$ cat config.mk
export PLATFORM = sky130hd
export DESIGN_NAME = mux_nch_stream
export DESIGN_NICKNAME = d
export VERILOG_FILES = /design/src/rtl/mux_nch_stream.sv
export SDC_FILE = /design/constraint.sdc
export NUM_CORES = 1
export LEC_CHECK = 0
export ABC_AREA = 1
export ABC_CLOCK_PERIOD_IN_PS = 2400
export CAP_MARGIN = 10
export CORE_ASPECT_RATIO = 1.25
export CORE_MARGIN = 3
export CORE_UTILIZATION = 42
export CTS_CLUSTER_DIAMETER = 50
export DETAILED_ROUTE_END_ITERATION = 12
export PLACE_DENSITY_LB_ADDON = 0.15
export SYNTH_ARGS = -nofsm -noshare
export SYNTH_HDL_FRONTEND = slang
export SYNTH_SLANG_ARGS = --single-unit
$ cat constraint.sdc
create_clock -name clk -period 2.4 [get_ports clk]
set_clock_uncertainty 0.1 [all_clocks]
set_input_delay 0.48 -clock clk [delete_from_list [all_inputs] [get_ports clk]]
set_output_delay 0.48 -clock clk [all_outputs]
set_load 0.005 [all_outputs]
$ cat src/rtl/mux_nch_stream.sv
// N-channel valid/ready stream multiplexer with a registered output stage.
// Mode 0 forwards the channel picked by sel; mode 1 arbitrates round-robin among valid channels.
module mux_nch_stream #(
  parameter int unsigned WIDTH = 8,
  parameter int unsigned NCH   = 4,
  parameter int unsigned SEL_W = 2
) (
  input  logic                   clk,
  input  logic                   rst,
  input  logic                   mode,
  input  logic [SEL_W-1:0]       sel,
  input  logic [NCH*WIDTH-1:0]   in_data,
  input  logic [NCH-1:0]         in_valid,
  output logic [NCH-1:0]         in_ready,
  output logic [WIDTH-1:0]       out_data,
  output logic [SEL_W-1:0]       out_ch,
  output logic                   out_valid,
  input  logic                   out_ready
);

  logic [SEL_W-1:0] rr_ptr;
  logic [SEL_W-1:0] grant;
  logic             grant_ok;
  logic             can_load;
  logic             xfer;
  int unsigned      idx;

  assign can_load = !out_valid || out_ready;

  // grant_ok is low when nothing can be granted (no valid in mode 1, or sel out of range).
  always_comb begin
    grant    = '0;
    grant_ok = 1'b0;
    idx      = 0;
    if (!mode) begin
      grant    = sel;
      grant_ok = (32'(sel) < NCH);
    end else begin
      for (int unsigned k = 0; k < NCH; k++) begin
        idx = (32'(rr_ptr) + k) % NCH;
        if (!grant_ok && in_valid[idx[SEL_W-1:0]]) begin
          grant    = idx[SEL_W-1:0];
          grant_ok = 1'b1;
        end
      end
    end
  end

  always_comb begin
    in_ready = '0;
    if (grant_ok && can_load && !rst) begin
      in_ready[grant] = 1'b1;
    end
  end

  assign xfer = grant_ok && can_load && !rst && in_valid[grant];

  always_ff @(posedge clk) begin
    if (rst) begin
      out_valid <= 1'b0;
      out_data  <= '0;
      out_ch    <= '0;
      rr_ptr    <= '0;
    end else begin
      if (xfer) begin
        out_data  <= in_data[grant*WIDTH +: WIDTH];
        out_ch    <= grant;
        out_valid <= 1'b1;
        if (mode) begin
          rr_ptr <= (grant == SEL_W'(NCH - 1)) ? '0 : grant + 1'b1;
        end
      end else if (out_valid && out_ready) begin
        out_valid <= 1'b0;
      end
    end
  end

endmodule
==> flow_summary.json, run 1 <==
{
  "outcome": "complete, but fails checks",
  "violations": "negative setup slack",
  "syn_area_per_cell_um2": 5.462,
  "yosysWarningCount": 0,
  "path_cells": "dlygate4sd2_1, inv_2, nand2_1, nand2_1, nand2_2, nand2_2, nand2_2, nand2_1, nand2_1, nand3_2, nand2_4, inv_4, ha_4, inv_2, nor2_2, buf_2",
  "drc": 0,
  "drt-wirelength-per-cell_um": 16.91,
  "routed_wirelength_um": 6103,
  "slew_headroom_pct": 70.92,
  "insertion_delay_ps": 280,
  "ys_ff_latch": 13,
  "num_vias": 1915,
  "antennaDiodeCount": 0,
  "areaGrowthSynthToFinish_pct": 102.8,
  "cts_buffer_depth": 2,
  "power_density_mw_per_mm2": 517.6,
  "crit_family": "simple AND/OR/NAND/NOR gates",
  "drtPass1Iterations": 4,
  "dpl_worst_slack_ps": -849.3,
  "finalMaxSlewViolations": 0,
  "startpoint_type": "input pin",
  "drtIter0Drc": 79,
  "setup_viol": 17,
  "cp_data_arrival_time_ps": 2030,
  "ios": 57,
  "ir_drop_mv": 0.5679,
  "synth_cells": 230,
  "final_area_mm2": 0.002547,
  "cts_buffers": 3,
  "crit_path_top_delay_cell": "dlygate4sd2_1",
  "cpMostUsedCell": "nand2_1",
  "final_common_cell": "nand2_1",
  "hold_viol_final": 0,
  "synth.cell_area_mm2": 0.001256,
  "drive_gt1_share_pct": 44.65,
  "overflow": 0,
  "antenna_found_initial": 0,
  "synth_edf_count": 0,
  "viasPerCell": 5.305,
  "path_class": "in2out",
  "path_max_fanout": 4,
  "cts_tree": "done",
  "fmax_mhz": 383.2,
  "hold_buffers": 0,
  "initial_core_util_pct": 45.53,
  "io_buffer_count": 56,
  "coreArea_mm2": 0.002759,
  "cts.sinks": 13,
  "rsz0062_at_grt": "true",
  "synthArstFlopShare_pct": 0,
  "grtUsageTotal_pct": 25.18,
  "finalCritPeriodShare_pct": 108.7,
  "grt_pass1_wl_um": 6782,
  "htree_levels": 1,
  "gp_congestion": 0.7925,
  "max_cap_violations": 0,
  "end_kind": "output port",
  "p_total_mw": 1.319,
  "cp.required_ps": 1820,
  "place_hpwl_um": 2971,
  "nets": 372,
  "p_leak_nw": 1.225,
  "postRouteAntennaNets": 0,
  "cts_root_buf": "clkbuf_4",
  "fp.dieH_um": 67.15,
  "grt_max_degree": 20,
  "post-route-min-period_ps": 2610,
  "tightest_slew_ps": 435.5,
  "clk_pin_slew_ps": 80,
  "placed_cell_area_mm2": 0.002011,
  "first_global_vias": 1706,
  "dieArea_mm2": 0.003687,
  "crit_buf_inv": 5,
  "synth_nets": 274,
  "worst_slack_ps": -209.5,
  "slowest_delay_ps": 280,
  "layout_common_cells": "56 x nand2_1, 48 x clkdlybuf4s50_1, 34 x buf_4",
  "synth.distinct_cells": 21,
  "dieWidth_um": 54.92,
  "seq_area_frac_synth_pct": 20.72,
  "synth_ff_type": "dfxtp_1",
  "rows": 21,
  "hold_path.class": "reg2reg"
}
## metrics by stage
stage / instances / setup TNS, ps / hold WS (ps) / util, %
after CTS: 356 / -306.5 / 378.0 / 81.13
after floorplan: 230 / 0 / 349.3 / -
after global routing: 361 / -4921 / 414.5 / 92.34
final: 361 / -2445 / 388.6 / 92.34
after detailed placement: 340 / -6607 / 360.7 / 72.88
after global placement: 340 / -5690 / 353.1 / 72.88
## worst paths after layout
check	startpoint	endpoint	slack, ps	cells after the start
min reg2reg	out_ch[1]	out_ch[1]	390	2
max reg2reg	rr_ptr[0]	out_data[5]	-150	21
min	out_ch[1]	out_ch[1]	390	2
max	in_valid[0]	in_ready[3]	-210	16
## layout make-up
| cell class | count | area [um^2] |
|---|---|---|
| clock buffers | 4 | 26.28 |
| multi-input cells | 174 | 1190 |
| well taps | 34 | 42.54 |
| fillers | 107 | 211.5 |
| repair buffers | 96 | 855.8 |
| flip-flops and latches | 13 | 262.8 |
| repair inverters | 1 | 8.758 |
| inverters | 39 | 161.4 |
## worst min-delay path, stage by stage, from the launching register on
cell and delay [ps]:
dfxtp_1 330, nand2_1 70, a21oi_1 60
## sequential cells by signal (all words and copies together), names as in the netlist
signal     count
out_ch         2
rr_ptr         2
out_data       8
out_valid      1
## where the power goes
group	switching, mW	internal, mW
sequential	0.0198	0.247
clock	0.0744	0.0646
combinational	0.513	0.401
total	0.607	0.712
## Yosys cell counts (2+ instances only)
| library cell | count | area, um^2 |
|---|---|---|
| nand2_2 | 5 | 31.28 |
| ha_1 | 2 | 25.02 |
| nand4_1 | 2 | 12.51 |
| inv_1 | 32 | 120.1 |
| o211ai_1 | 8 | 60.06 |
| nand3_2 | 2 | 20.02 |
| nand2_1 | 93 | 349.1 |
| nor2_2 | 4 | 25.02 |
| nor3_1 | 2 | 10.01 |
| nand3_1 | 24 | 120.1 |
| buf_4 | 2 | 15.01 |
| dfxtp_1 | 13 | 260.3 |
| buf_6 | 2 | 22.52 |
| inv_2 | 6 | 22.52 |
| nor2_1 | 22 | 82.58 |
| a21oi_1 | 3 | 15.01 |
| nand2_4 | 3 | 33.78 |
| buf_2 | 2 | 10.01 |
## per-layer routing
| layer | vias up | GRT usage (%) | share of wire [%] |
|---|---|---|---|
| met5 | - | 0 | 0 |
| met4 | 0 | 10.94 | 4.5 |
| met3 | 27 | 6.181 | 6.2 |
| met2 | 100 | 51.63 | 55 |
| met1 | 884 | 21.00 | 34 |
| li1 | 904 | - | - |
## kinds of logic after synthesis
family                     after synthesis  share of synthesized area (%)
adders and majority gates                2                          1.992
buffers and inverters                   46                          15.94
DFF                                     13                          20.72
and+or+nand+nor                        158                          55.38
AOI/OAI and AO/OA                       11                          5.976
## what timing repair did
item,in CTS,in global routing
pin swaps,16,26
endpoints found under the setup margin,12,17
cloned,1,3
resized for setup,64,68
setup buffers,11,2
Note: power is estimated with default switching activity, not from simulation.
==> run 2, diff against run 1 <==
- ABC_CLOCK_PERIOD_IN_PS: 2400 -> not set
==> results of run 2 <==
Final layout, timing and power as in run 1 (identical DEF).
==> run 3, diff against run 2 <==
- PLACE_DENSITY: not set -> 0.81
- PLACE_DENSITY_LB_ADDON: 0.15 -> not set
- SETUP_SLACK_MARGIN: not set -> 0.5
==> flow_summary.json, run 3 (synthesis results as in run 1) <==
{
  "hold_buffers": 0,
  "path_max_fanout": 4,
  "cp.required_ps": 1820,
  "coreArea_mm2": 0.002759,
  "layout_common_cells": "72 x nand2_1, 48 x clkdlybuf4s50_1, 25 x inv_1",
  "routed_wirelength_um": 5168,
  "insertion_delay_ps": 290,
  "num-fill-cells": 125,
  "path_class": "in2out",
  "fp.dieH_um": 67.15,
  "drt-wirelength-per-cell_um": 14.64,
  "tns_ps": -1787,
  "p_int_mw": 0.7166,
  "grt_pass1_wl_um": 7403,
  "antenna_found_initial": 0,
  "ios": 57,
  "p_comb_share_pct": 67.6,
  "gp_congestion": 0.8266,
  "drc": 0,
  "cts_buffers": 3,
  "num_vias": 1822,
  "largest_reg_flops": 8,
  "first_global_vias": 1787,
  "finalMaxSlewViolations": 0,
  "p_switching_mw": 0.5648,
  "cts_root_buf": "clkbuf_4",
  "fmax_mhz": 375.7,
  "io_buffer_count": 56,
  "antennaDiodeCount": 0,
  "multiInputGateArea_mm2": 0.001091,
  "p_clk_share_pct": 11.3,
  "cts_tree": "done",
  "top_regs": "out_data (8), out_ch (2), rr_ptr (2)",
  "final_cells": 353,
  "nets": 364,
  "grtUsageTotal_pct": 27.14,
  "outcome": "complete, but fails checks",
  "dieWidth_um": 54.92,
  "areaGrowthSynthToFinish_pct": 96.51,
  "postRouteAntennaNets": 0,
  "use_met2_pct": 48.82,
  "overflow": 0,
  "cts_buffer_depth": 2,
  "power_density_mw_per_mm2": 519.1,
  "place_hpwl_um": 3002,
  "max_cap_violations": 0,
  "setup_viol": 16,
  "share_seq_of_total_power_pct": 21.0,
  "cp_data_arrival_time_ps": 2080,
  "top_register": "out_data",
  "cts.sinks": 13,
  "placed_cells": 336,
  "slew_headroom_pct": 81.44,
  "switching_share_pct": 44.08,
  "tightest_slew_ps": 277.2,
  "viasPerCell": 5.161,
  "initial_core_util_pct": 45.53,
  "dieArea_mm2": 0.003687,
  "rsz0062_at_grt": "true",
  "seqCellArea_um2": 265.3,
  "hold_path.class": "reg2reg",
  "final_common_cell": "nand2_1",
  "grt_util_met1_pct": 28.88,
  "final_util_pct": 89.48,
  "end_kind": "output port",
  "startpoint_type": "input pin",
  "worst_slack_ps": -262.0,
  "ir_drop_mv": 0.3873,
  "hold_viol_final": 0,
  "grt_util_met3_pct": 7.064,
  "htree_levels": 1,
  "drtIter0Drc": 46,
  "post-route-min-period_ps": 2662,
  "drtPass1Iterations": 4,
  "drive_gt1_share_pct": 38.24,
  "clk_pin_slew_ps": 80,
  "violations": "negative setup slack",
  "p_total_mw": 1.281,
  "grt_max_degree": 20,
  "p_leak_nw": 1.217,
  "finalCritPeriodShare_pct": 110.9,
  "rows": 21,
  "hold_ws_ps": 401.8,
  "grt-busiest-layer": "met2"
}
-- run 3: cell count changes in the layout (fill, tap and decap cells not counted), sizes merged --
cell,delta
buf,-7
clkbuf,-1
clkdlybuf4s15,+1
clkinv,+1
inv,-1
nand2,-1
-- run 3: power groups by stage --
stage               sequential (mW)  combinational [mW]  clock, mW
finish                        0.270               0.867      0.145
global route                  0.271               0.930      0.155
detailed placement            0.272               0.639          0
CTS                           0.267               0.767      0.145
floorplan                     0.270               0.390          0
global placement              0.270               0.632          0
-- run 3: per-stage QoR --
| step | setup WS, ps | instance area [um^2] |
|---|---|---|
| floorplan | 218.6 | 1393 |
| detailed placement | -760.9 | 2112 |
| finish | -262.0 | 2469 |
| global route | -337.1 | 2469 |
| global placement | -727.5 | 2112 |
| CTS | -129.8 | 2366 |
-- run 3: path summary, 6_finish.rpt --
| path | endpoint | slack (ps) | from | cells past startpoint |
|---|---|---|---|---|
| setup / recovery | in_ready[3] | -260 | in_valid[1] | 16 |
| hold / removal | out_ch[0] | 400 | out_ch[0] | 2 |
| setup reg to reg | out_ch[0] | -100 | rr_ptr[0] | 20 |
| hold reg to reg | out_ch[0] | 400 | out_ch[0] | 2 |
-- run 3: repair_timing --
action,4_1_cts,5_1_grt
pin swaps,27,26
resized for setup,60,19
setup buffers,9,1
gates cloned,2,1
setup endpoints to repair,17,17
-- run 3: layer usage --
layer / part of all wire, % / up-vias
met1: 38 / 844
met4: 2.8 / 0
li1: - / 886
met5: 0 / -
met2: 54 / 76
met3: 5.3 / 16
-- run 3: layout make-up --
cell class / count / share of cell area (%)
multi-input combinational: 173 / 44.20
inverter: 39 / 7.045
clock inverter: 1 / 0.2027
timing repair buffer: 90 / 35.17
clock buffer: 3 / 0.9123
sequential: 13 / 10.75
tap: 34 / 1.723
-- run 3: worst max-delay path, cell delays in order --
cell and delay (ps):
dlygate4sd2_1 300, nand2_1 110, nand2_2 70, nand2_1 100
nand2_2 80, nor2_4 140, nand3_2 60, nand2_1 80
inv_1 50, nand2_2 70, nand2_4 70, buf_6 120
ha_4 150, inv_2 50, nor2_2 30, buf_2 120
